### src/rtl/uart_transmitter_if.sv
// Byte producer handshake into the UART transmitter: producer drives data/data_valid,
// transmitter answers with data_ready (not full).
interface uart_transmitter_if;
    logic [7:0] data;
    logic       data_valid;
    logic       data_ready;

    modport master (output data, output data_valid, input data_ready);
    modport slave  (input data, input data_valid, output data_ready);
endinterface

### src/rtl/uart_transmitter.sv
// 8N1 UART transmitter with a small byte FIFO; a byte accepted into an idle, empty unit starts
// its start bit on the next edge. data_ready drops while the FIFO is full; offers then are ignored.
module uart_transmitter #(
    parameter int CLK_FREQ   = 100_000_000,
    parameter int BAUD_RATE  = 9600,
    parameter int FIFO_DEPTH = 4
) (
    input  logic               clk,
    input  logic               rst_n,
    uart_transmitter_if.slave  bus,
    output logic               TxD,
    output logic               busy
);
    localparam int CNT_DIV = CLK_FREQ / BAUD_RATE;
    localparam int CW      = $clog2(CNT_DIV);
    localparam int PW      = $clog2(FIFO_DEPTH);

    typedef enum logic [1:0] {IDLE, START, DATA, STOP} state_t;

    state_t          r_state, w_nxt_state;
    logic [CW-1:0]   r_cnt, w_nxt_cnt;
    logic [2:0]      r_bit, w_nxt_bit;
    logic [7:0]      r_shift, w_nxt_shift;
    logic            r_txd, w_nxt_txd;
    logic            r_busy;

    logic [7:0]      r_mem [FIFO_DEPTH];
    logic [PW-1:0]   r_wr_ptr, r_rd_ptr;
    logic [PW:0]     r_count, w_nxt_count;

    logic            w_push, w_load, w_bit_end, w_nonempty;

    assign bus.data_ready = (r_count != (PW+1)'(FIFO_DEPTH));
    assign w_push         = bus.data_valid & bus.data_ready;
    assign w_nonempty     = (r_count != '0);
    assign w_bit_end      = (r_cnt == CW'(CNT_DIV - 1));
    assign TxD            = r_txd;
    assign busy           = r_busy;

    always_ff @(posedge clk) begin
        if (w_push) r_mem[r_wr_ptr] <= bus.data;
    end

    always_comb begin
        w_nxt_count = r_count;
        case ({w_push, w_load})
            2'b10:   w_nxt_count = r_count + (PW+1)'(1);
            2'b01:   w_nxt_count = r_count - (PW+1)'(1);
            default: w_nxt_count = r_count;
        endcase
    end

    // Frame load (pop) happens from IDLE or at the final edge of STOP, so frames abut with no gap.
    always_comb begin
        w_nxt_state = r_state;
        w_nxt_cnt   = w_bit_end ? '0 : r_cnt + CW'(1);
        w_nxt_bit   = r_bit;
        w_nxt_shift = r_shift;
        w_nxt_txd   = r_txd;
        w_load      = 1'b0;
        case (r_state)
            IDLE: begin
                w_nxt_cnt = '0;
                w_nxt_txd = 1'b1;
                if (w_nonempty) begin
                    w_load      = 1'b1;
                    w_nxt_state = START;
                    w_nxt_shift = r_mem[r_rd_ptr];
                    w_nxt_bit   = '0;
                    w_nxt_txd   = 1'b0;
                end
            end
            START: begin
                w_nxt_txd = 1'b0;
                if (w_bit_end) begin
                    w_nxt_state = DATA;
                    w_nxt_txd   = r_shift[0];
                end
            end
            DATA: begin
                if (w_bit_end) begin
                    w_nxt_shift = {1'b0, r_shift[7:1]};
                    w_nxt_bit   = r_bit + 3'd1;
                    if (r_bit == 3'd7) begin
                        w_nxt_state = STOP;
                        w_nxt_txd   = 1'b1;
                    end else begin
                        w_nxt_txd   = r_shift[1];
                    end
                end
            end
            STOP: begin
                w_nxt_txd = 1'b1;
                if (w_bit_end) begin
                    if (w_nonempty) begin
                        w_load      = 1'b1;
                        w_nxt_state = START;
                        w_nxt_shift = r_mem[r_rd_ptr];
                        w_nxt_bit   = '0;
                        w_nxt_txd   = 1'b0;
                    end else begin
                        w_nxt_state = IDLE;
                    end
                end
            end
            default: begin
                w_nxt_state = IDLE;
                w_nxt_txd   = 1'b1;
            end
        endcase
    end

    always_ff @(posedge clk or negedge rst_n) begin
        if (!rst_n) begin
            r_state <= IDLE;
            r_cnt   <= '0;
            r_bit   <= '0;
            r_shift <= '0;
            r_txd   <= 1'b1;
            r_busy  <= 1'b0;
        end else begin
            r_state <= w_nxt_state;
            r_cnt   <= w_nxt_cnt;
            r_bit   <= w_nxt_bit;
            r_shift <= w_nxt_shift;
            r_txd   <= w_nxt_txd;
            // Computed from next-state values so busy is a clean flop output.
            r_busy  <= (w_nxt_state != IDLE) | (w_nxt_count != '0);
        end
    end

    always_ff @(posedge clk or negedge rst_n) begin
        if (!rst_n) begin
            r_wr_ptr <= '0;
            r_rd_ptr <= '0;
            r_count  <= '0;
        end else begin
            if (w_push) r_wr_ptr <= r_wr_ptr + PW'(1);
            if (w_load) r_rd_ptr <= r_rd_ptr + PW'(1);
            r_count <= w_nxt_count;
        end
    end
endmodule

### src/flat_wrapper.sv
// flat-port wrapper written by rule: the top's interface ports become plain ports
module uart_transmitter_flat 
#(
    parameter int CLK_FREQ   = 100_000_000,
    parameter int BAUD_RATE  = 9600,
    parameter int FIFO_DEPTH = 4
)
  (clk, rst_n, TxD, busy, bus_data, bus_data_valid, bus_data_ready);
  uart_transmitter_if bus_i ();
  input  logic clk;
  input  logic rst_n;
  output logic TxD;
  output logic busy;
  input wire logic [$bits(bus_i.data)-1:0] bus_data;
  input wire logic [$bits(bus_i.data_valid)-1:0] bus_data_valid;
  output wire logic [$bits(bus_i.data_ready)-1:0] bus_data_ready;
  assign bus_i.data = bus_data;
  assign bus_i.data_valid = bus_data_valid;
  assign bus_data_ready = bus_i.data_ready;
  uart_transmitter #(.CLK_FREQ(CLK_FREQ), .BAUD_RATE(BAUD_RATE), .FIFO_DEPTH(FIFO_DEPTH)) u_core (.clk(clk), .rst_n(rst_n), .bus(bus_i), .TxD(TxD), .busy(busy));
endmodule
### config.mk
export PLATFORM = sky130hd
export DESIGN_NAME = uart_transmitter_flat
export DESIGN_NICKNAME = d
export VERILOG_FILES = /design/src/rtl/uart_transmitter_if.sv /design/src/rtl/uart_transmitter.sv /design/src/flat_wrapper.sv
export SDC_FILE = /design/constraint.sdc
export NUM_CORES = 1
export LEC_CHECK = 0
export BUFFER_PORTS_ARGS = -buffer_cell sky130_fd_sc_hd__clkbuf_2
export CELL_PAD_IN_SITES_DETAIL_PLACEMENT = 1
export CELL_PAD_IN_SITES_GLOBAL_PLACEMENT = 2
export CORE_MARGIN = 2
export CORE_UTILIZATION = 48
export CTS_BUF_LIST = sky130_fd_sc_hd__clkbuf_4 sky130_fd_sc_hd__clkbuf_8
export DETAILED_ROUTE_END_ITERATION = 6
export GPL_TIMING_DRIVEN = 0
export PLACE_DENSITY_LB_ADDON = 0.08
export SETUP_SLACK_MARGIN = 0.1
export SYNTH_ARGS = -nofsm -noshare
export SYNTH_HDL_FRONTEND = slang
export SYNTH_SLANG_ARGS = --single-unit
export TNS_END_PERCENT = 20
### constraint.sdc
create_clock -name clk -period 10.5 [get_ports clk]
set_clock_uncertainty 0.2 [all_clocks]
set_input_delay 0.525 -clock clk [delete_from_list [all_inputs] [get_ports clk]]
set_output_delay 0.525 -clock clk [all_outputs]
set_load 0.02 [all_outputs]
Word level (Yosys, flattened, before mapping)
Memories as Yosys holds them, arrays and structs flattened.
Cells that the tools add are included.
{ "totals": {"register_bits": 36, "mem_bits_rw": 32, "input_bits": 11, "out_inout_bits": 3, "wordCells": 63, "memories": 1} }
{ "op_classes": {"addsub": 6, "eq_ne": 10, "muxes": 29, "bitwise": 2, "reduce_logical": 6} }
{ "mem_list": {"columns": ["memory", "depth", "word_bits", "rd", "rd_ports_with_merged_regs", "wr", "line_no", "text"], "rows": [
  ["u_core.r_mem", 4, 8, 1, 0, 1, "uart_transmitter.sv:27", "logic [7:0] r_mem [FIFO_DEPTH];"]
]} }
{ "op_table": {"columns": ["operator", "n"], "rows": [
  ["14-bit two-way mux", 2],
  ["8-bit two-way mux", 3],
  ["8-bit case mux with 3 select lines", 1],
  ["14-bit by 1-bit adder with 14-bit output, second input constant", 1],
  ["14-bit equality test, second input constant", 1],
  ["1-bit two-way mux", 10],
  ["2-bit two-way mux", 5],
  ["3-bit two-way mux", 3],
  ["3-bit case mux with 3 select lines", 1],
  ["3-bit nonzero test", 3],
  ["2-bit case mux with 4 select lines", 1],
  ["3-bit by 1-bit adder with 3-bit output, second input constant", 2],
  ["2-bit equality test, second input constant", 3],
  ["3-bit case mux with 2 select lines", 1],
  ["2-bit by 1-bit adder with 2-bit output, second input constant", 2],
  ["2-bit by 1-bit equality test with 1-bit output, second input constant", 2],
  ["2-bit by 1-bit != test with 1-bit output, second input constant", 2],
  ["1-bit case mux with 4 select lines", 1],
  ["3-bit equality test, second input constant", 1],
  ["3-bit != test, second input constant", 1],
  ["3-bit AND reduction", 1],
  ["3-bit by 1-bit subtractor with 3-bit output, second input constant", 1],
  ["2-bit logical NOT", 1],
  ["1-bit case mux with 2 select lines", 1],
  ["3 further kinds", 3]
]} }

Depth between registers and ports, before layout
Gate-level depths: netlist of the first run.
{ "depth": {"depth_word": 8, "mapped_depth": 13, "mapped_depth_nobuf": 13} }

Worst setup path before layout of the first run
No wires, ideal clock.
{ "synth_timing": {"path_type": "register -> register", "from": "register u_core.r_cnt[9]", "to": "register u_core.r_busy, in the netlist u_core.busy", "setup_time_ns": 0.132, "arrival_time_ns": 3.267, "required_time_ns": 10.168, "path_slack_ns": 6.901, "path_stages_with_launch": 13, "path_buffers": 0, "synth_period_minus_slack_ns": 3.599, "path_cell_list": "dfrtp_1 -> or4b_4 -> nor4_1 -> a21oi_1 -> nor3_1 -> ha_1 -> inv_1 -> fa_1 -> xor2_1 -> nor2_1 -> xor2_1 -> nor3_1 -> or3b_1"} }
{ "synth_via": {"elab_chain_cells": 7, "elab_cells_between_ends": 13, "classes_between": "eq/ne: 3; mux: 7; bitwise: 1; reduce/logical: 2"} }
{ "synth_lines": {"columns": ["element", "line_no", "text"], "rows": [
  ["from (decl)", "uart_transmitter.sv:21", "logic [CW-1:0] r_cnt, w_nxt_cnt;"],
  ["from (signal assigned)", "uart_transmitter.sv:123", "r_cnt <= w_nxt_cnt;"],
  ["14-bit equality test *", "uart_transmitter.sv:36", "assign w_bit_end = (r_cnt == CW'(CNT_DIV - 1));"],
  ["1-bit two-way mux *", "uart_transmitter.sv:94", "if (w_bit_end) begin"],
  ["1-bit case mux with 2 select lines *", "uart_transmitter.sv:61", "case (r_state)"],
  ["net u_core.w_load", "uart_transmitter.sv:31", "logic w_push, w_load, w_bit_end, w_nonempty;"],
  ["2-bit by 1-bit equality test with 1-bit output or 2-bit equality test (tied branches)", "uart_transmitter.sv:46", "case ({w_push, w_load})"],
  ["3-bit case mux with 2 select lines *", "uart_transmitter.sv:46", null],
  ["net u_core.w_nxt_count[2]", "uart_transmitter.sv:29", "logic [PW:0] r_count, w_nxt_count;"],
  ["3-bit nonzero test *", "uart_transmitter.sv:128", "r_busy <= (w_nxt_state != IDLE) | (w_nxt_count != '0);"],
  ["1-bit bitwise OR *", "uart_transmitter.sv:128", null],
  ["to (signal assigned)", "uart_transmitter.sv:128", null],
  ["to (decl)", "uart_transmitter.sv:25", "logic r_busy;"]
]} }
The timed path passes the listed nets; every way through them passes the cells marked *.
A chain may end at the register's enable or synchronous reset.

Final worst setup path of the first run
Ends and elaborated chain as after synthesis.

==> run metrics, run 1 <==
Syn. warnings=0; met1 usage=22.92%; CP max stage cell=nor4_1; Pleak=~1.4 nW; post-synth cell types=37; post-CTS setup buffer count=0; CTS tree=built; combinational share of power=12.2%; CP Class=reg -> reg; Synth Cell Area=0.003098 sq mm; die width=about 84 um; Worst-Skew Late Latency=roughly 350 ps; ys flop type=dfrtp_1; TritonRoute pass-1 iters=4; Port-buffer cells=13; RePlAce Congestion=0.7591; total global-route track usage=17.28%; first-pass GRT wire length=about 9.5 mm; period utilization=between 30% and 40%; CP Cell Sequence=or4b_4 > nor4_1 > a21oi_1 > nor3_1 > ha_1 > inv_1 > fa_1 > xor2_1 > nor2_1 > xor2_1 > nor3_1 > or3b_1; Final setup viols=0; detailed-route DRC error count=0; Pint=0.5087 mW; Psw=0.1657 mW; I/O Pins=14; CTS Buffer Depth=2; post-cts sizing count=0; starting density of the core=49.35%; drt initial violations=72; vias=1841; worst rel slew slack=39.67%; Core Util, Final=55.81%; Worst-path clk slew=80 ps; Final nets=approximately 290; detail-routed via count per cell=5.383; die height=around 84 um; number of antenna diodes=0; CP Max Fanout=6; Net Sw Frac=24.57%; vias in the first global route=between 2000 and 2500; clock sink total=between 60 and 70; top post-synthesis cells by area=edfxtp_1, dfrtp_1, mux4_2; busiest layer in global routing=met2; core area=0.006277 sq mm; Worst setup SP type=register; Post-synth EDFFs=32; CP Capture Type=register; H-tree depth=3; Fin. Hold Viols=0; clock share of power=38.6%; Yosys top cell area share=31.02%; final setup TNS=0 ps; critical path's largest stage delay=730 ps; Root Buffer=clkbuf_8; Synth area leader=edfxtp_1; placed cells=326; largest net degree at the start of global routing=37; Syn Nets=261; sequential share of the synthesized area=60.14%; met3 Track Usage GR=roughly 5.0%; Routed WL per cell=roughly 16 um; GR Overflow Total=0; outcome=finished, final reports clean; ys async rst share=52.94%; Die ar.=0.007112 sq mm; crit path time final=4168 ps; Seq pwr share=about half; met2 usage=26.84%; Post-Layout Cell Count=342; hold buffer count at cts=0; Detailed Place HPWL=approximately 3.8 mm; maximum VDD drop=0.1099 mV; TritonCTS buffer count=9; P per Cell Area=approximately 190 mW/mm^2; CP required=10530 ps; Synth Instances=about 240; Mean Syn Cell Area=~13 sq um; Seq cells post-synth=slightly below 70; Final Max Tran Viols=0; Antenna Nets Post-Route=0; Tightest Hold Check Type=in -> async; initial antenna violation count=0; Detailed Route WL=5.415 mm; layout cells sized above 1=16.98%; unrepaired setup endpoints after global routing=no; CP Data Arrival Time=4200 ps; Max Clock Freq=roughly 0.24 GHz; max cap viols=0; Core Rows=29; Worst-Margin Slew=904.9 ps; Area growth, synth to finish=13.09%
==> metal layers <==
layer	routed length [um]	up-vias	share of wire, %
li1	-	898	-
met2	2512	21	46
met4	91	0	1.7
met1	2644	913	49
met3	166	9	3.1
met5	0	-	0
==> state kept, by name, summed over array words and instances, names as in the netlist <==
register	flops
u_core.r_mem	32
u_core.r_cnt	14
u_core.r_shift	8
u_core.r_bit	3
u_core.r_count	3
u_core.r_rd_ptr	2
u_core.r_state	2
u_core.r_wr_ptr	2
u_core.TxD	1
u_core.busy	1
==> cells in the final DEF, fill, tap and decap left out, drive strengths merged, types with 2 or more instances in the layout <==
master   synthesis  routed
mux2i            9       9
or3              4       4
ha              13      13
or3b             2       2
nor3             3       3
clkbuf           6      29
edfxtp          32      32
a2111oi          2       2
clkinv           0       3
nand4            5       5
xor2            11      11
a21oi            6       6
inv             11      11
nand3            6       6
nand2b           4       4
nand2           21      21
o21ai           15      15
buf              2       2
xnor2            5       5
dfrtp           35      35
nor2            18      18
mux4             8       8
a31oi            2       2
and3             5       5
bufinv           0       3
==> power groups by stage <==
| stage | Clock (mW) | Combinational (mW) | Sequential (mW) |
|---|---|---|---|
| 2_1_floorplan | 0 | 0.0603 | 0.331 |
| 3_3_place_gp | 0 | 0.0821 | 0.336 |
| 3_5_place_dp | 0 | 0.0844 | 0.337 |
| 4_1_cts | 0.268 | 0.0846 | 0.332 |
| 5_1_grt | 0.279 | 0.0954 | 0.335 |
| 6_report | 0.260 | 0.0822 | 0.332 |
==> final timing paths <==
kind | depth (start not counted) | slack, ps | end | start
max | 12 | 6330 | u_core.busy$_DFF_PN0_ | u_core.r_cnt[9]$_DFF_PN0_
min | 1 | 100 | u_core.r_state[0]$_DFF_PN0_ | rst_n
max reg2reg | 12 | 6330 | u_core.busy$_DFF_PN0_ | u_core.r_cnt[9]$_DFF_PN0_
min reg2reg | 2 | 280 | u_core.r_bit[1]$_DFFE_PN0P_ | u_core.r_bit[1]$_DFFE_PN0P_
max in group asynchronous | 1 | 9440 | u_core.r_cnt[12]$_DFF_PN0_ | rst_n
min in group clk | 1 | 190 | u_core.r_mem[0][5]$_DFFE_PP_ | bus_data[5]
==> cell usage after synthesis, types with 2 or more instances <==
library cell	count
a21oi_1	6
or3_1	4
o21ai_0	15
a31oi_1	2
clkbuf_1	6
xor2_1	11
nand2_1	21
mux2i_1	9
nand4_1	5
dfrtp_1	35
edfxtp_1	32
nand2b_1	4
ha_1	13
inv_1	11
nor2_1	18
nand3_1	6
nor3_1	3
mux4_2	8
and3_1	5
xnor2_1	5
==> cell type report <==
type                    instances  area (sq um)
fillers                       638          2774
flip-flops and latches         68          1863
multi-input cells             149          1156
clock buffers                  10         131.4
clock inverters                 6         112.6
well taps                      77         96.34
repair buffers                 13         65.06
inverters                      11         41.29
plain buffers                   8         37.54
==> cell families (layout without fill, tap and decap cells) <==
group | after synthesis | count (layout) | share of synthesized area, %
simple gates | 74 | 74 | 12.12
flops | 68 | 68 | 60.14
compound gates | 28 | 28 | 6.058
buf+inv | 19 | 48 | 2.544
mux | 17 | 17 | 8.724
xor+xnor | 16 | 16 | 4.523
fa+ha+maj | 14 | 14 | 5.897
==> metrics by stage <==
stage | instance area [sq um] | hold WS, ps | power, mW | setup WS (ps)
final | 3503 | 95.64 | 0.6744 | 6332
after global routing | 3503 | 169.5 | 0.7089 | 5990
after CTS | 3503 | 127.7 | 0.6844 | 6223
after detailed placement | 3259 | 270.4 | 0.4212 | 6247
after global placement | 3259 | 256.5 | 0.4177 | 6305
after floorplan | 3098 | 29.41 | 0.3917 | 6901
==> worst max-delay path, delay by kind of cell (launching register included) <==
family	cells	cell delay [ps]
DFF	1	460
buffers and inverters	1	60
adders and majority gates	2	620
and+or+nand+nor	6	2260
xor gates and xnor gates	2	240
AOI/OAI and AO/OA	1	200
Power figures use the tool's default switching activity.
==> run 2, diff against run 1 <==
--- a/config.mk
+++ b/config.mk
@@ -9,7 +9,7 @@
 export CELL_PAD_IN_SITES_DETAIL_PLACEMENT = 1
 export CELL_PAD_IN_SITES_GLOBAL_PLACEMENT = 2
 export CORE_MARGIN = 2
-export CORE_UTILIZATION = 48
+export CORE_UTILIZATION = 41
 export CTS_BUF_LIST = sky130_fd_sc_hd__clkbuf_4 sky130_fd_sc_hd__clkbuf_8
 export DETAILED_ROUTE_END_ITERATION = 6
 export GPL_TIMING_DRIVEN = 0
==> constraint.sdc (replaced) <==
create_clock -name clk -period 3.4 [get_ports clk]
set_clock_uncertainty 0.2 [all_clocks]
set_input_delay 0.17 -clock clk [delete_from_list [all_inputs] [get_ports clk]]
set_output_delay 0.17 -clock clk [all_outputs]
set_load 0.02 [all_outputs]
==> run 2 against run 1 <==
Against the previous run: count of clock-buffer cells in the layout down 1; worst setup slack worse by 6200 ps; power grew to 3.0 times the previous value; hold slack worse by 40 ps; die area is 16% higher.
==> run metrics, run 2 (synthesis gave the netlist of run 1 again) <==
post-route cell area=0.003732 sq mm; starting density of the core=42.48%; CTS tree=built; max FFs per register=32; critical path's largest stage delay=400 ps; Antenna Nets Post-Route=0; vias in the first global route=2063; Detailed Route WL=5.883 mm; total global-route track usage=15.70%; Root Buffer=clkbuf_8; CP Cell Sequence=ha_2 > nand4_1 > nor4_4 > a21oi_2 > nor3_2 > ha_2 > inv_2 > fa_2 > xor2_1 > nor2_1 > xor2_1 > nor3_1 > or3b_1; Largest delay share family, worst path=simple AND/OR/NAND/NOR gates; unrepaired setup endpoints after global routing=yes; Area growth, synth to finish=20.48%; CP Data Arrival Time=3300 ps; Final setup viols=0; CP Capture Type=register; outcome=finished, final reports clean; detail-routed via count per cell=about 5; Pleak=1.543 nW; vias=a little under 2000; Biggest register=u_core.r_mem; Fin. Hold Viols=0; die height=between 90 and 100 um; CP Class=reg -> reg; Final Max Tran Viols=0; Worst Path Buf+Inv=1; I/O Pins=14; initial antenna violation count=0; CP required=3430 ps; Worst-Skew Late Latency=350 ps; worst rel slew slack=38.01%; commonest non-fill, non-tap cell in the layout=dfrtp_1; Hold Startpoint=bus_data_valid; Placed Area=0.003307 sq mm; CP Max Fanout=4; Die ar.=0.008267 sq mm; TritonCTS buffer count=9; Worst-Margin Slew=929.8 ps; crit path time final=3269 ps; max cap viols=0; Crit. Startpoint=u_core.r_cnt[0]$_DFF_PN0_; first-pass GRT wire length=10.11 mm; CTS Buffer Depth=2; largest net degree at the start of global routing=37; CP max stage cell=dfrtp_1; maximum VDD drop=0.3158 mV; Worst setup SP type=register; RePlAce Congestion=0.6912; Top Registers=u_core.r_mem: 32 flops, u_core.r_cnt: 14 flops, u_core.r_shift: 8 flops; R2R Path Start=u_core.r_cnt[0]$_DFF_PN0_; P per Cell Area=544.1 mW/mm^2; period utilization=96.16%; Port-buffer cells=13; fill cell total of the finished layout=776; TritonRoute pass-1 iters=4; Core Rows=31; Worst-path clk slew=80 ps; Detailed Place HPWL=3.891 mm; Final nets=307; Routed WL per cell=around 15 um; detailed-route DRC error count=0; most frequent cells in the layout=dfrtp_1, edfxtp_1, nand2_1; Max Clock Freq=0.3059 GHz; core area=0.007292 sq mm; Core Util, Final=between 50% and 60%; GR Overflow Total=0; drt initial violations=57; layout cells sized above 1=23.00%; clock sink total=68; die width=90.93 um; Tightest Hold Check Type=in -> reg; H-tree depth=3; number of antenna diodes=0
run 2: through the flow:
step | std cells | total power, mW | setup TNS (ps) | hold WS, ps | worst slack, ps
after detailed placement | 348 | 1.302 | -166.6 | 166.0 | -166.6
after floorplan | 236 | 1.211 | 0 | -325.6 | 139.2
final | 386 | 2.031 | 0 | 55.50 | 130.6
after global placement | 348 | 1.293 | -194.2 | 166.7 | -194.2
after CTS | 380 | 2.061 | -4.684 | 48.44 | -4.684
after global routing | 386 | 2.146 | -118.6 | 114.4 | -118.6
run 2: metal layers:
metal  GRT usage, %  wire, um  vias to the layer above
li1               -         -                      939
met1          21.21      2809                      961
met2          24.57      2850                       20
met3          3.673       129                       11
met4          6.187        94                        0
met5              0         0                        -
run 2: final cells by class:
cell class	count	area, sq um	area share [%]
clock buffer	9	123.9	3.319
multi-input combinational	149	1190	31.88
timing repair buffer	35	252.7	6.772
buffer	8	37.54	1.006
clock inverter	7	98.84	2.648
tap	99	123.9	3.319
inverter	11	41.29	1.106
sequential	68	1864	49.95
run 2: report_power, final:
group | internal, mW | switching, mW | total [mW]
logic | 0.106 | 0.163 | 0.269
clock network | 0.416 | 0.327 | 0.743
registers | 0.977 | 0.0417 | 1.02
run 2: path summary, 6_finish.rpt:
path                                                   to  slack, ps  depth (start not counted)
max                                 u_core.busy$_DFF_PN0_        130                         13
min in group asynchronous           u_core.busy$_DFF_PN0_        290                          2
max in group asynchronous       u_core.r_cnt[9]$_DFF_PN0_       2080                          2
min                        u_core.r_wr_ptr[0]$_DFFE_PN0P_         60                          3
max reg2reg                         u_core.busy$_DFF_PN0_        130                         13
min reg2reg                   u_core.r_bit[1]$_DFFE_PN0P_        280                          2
run 2: worst min-delay path, cell delays in order:
cell and delay (ps):
clkbuf_2 110, and2_1 210, xnor2_1 80
run 2: repair_timing:
| action | in CTS | in global routing |
|---|---|---|
| resized for setup | 5 | 2 |
| hold endpoints to repair | 67 | 0 |
| setup endpoints to repair | 1 | 1 |
| setup buffers | 7 | 6 |
| hold buffers | 9 | 0 |
| pin swaps | 4 | 7 |
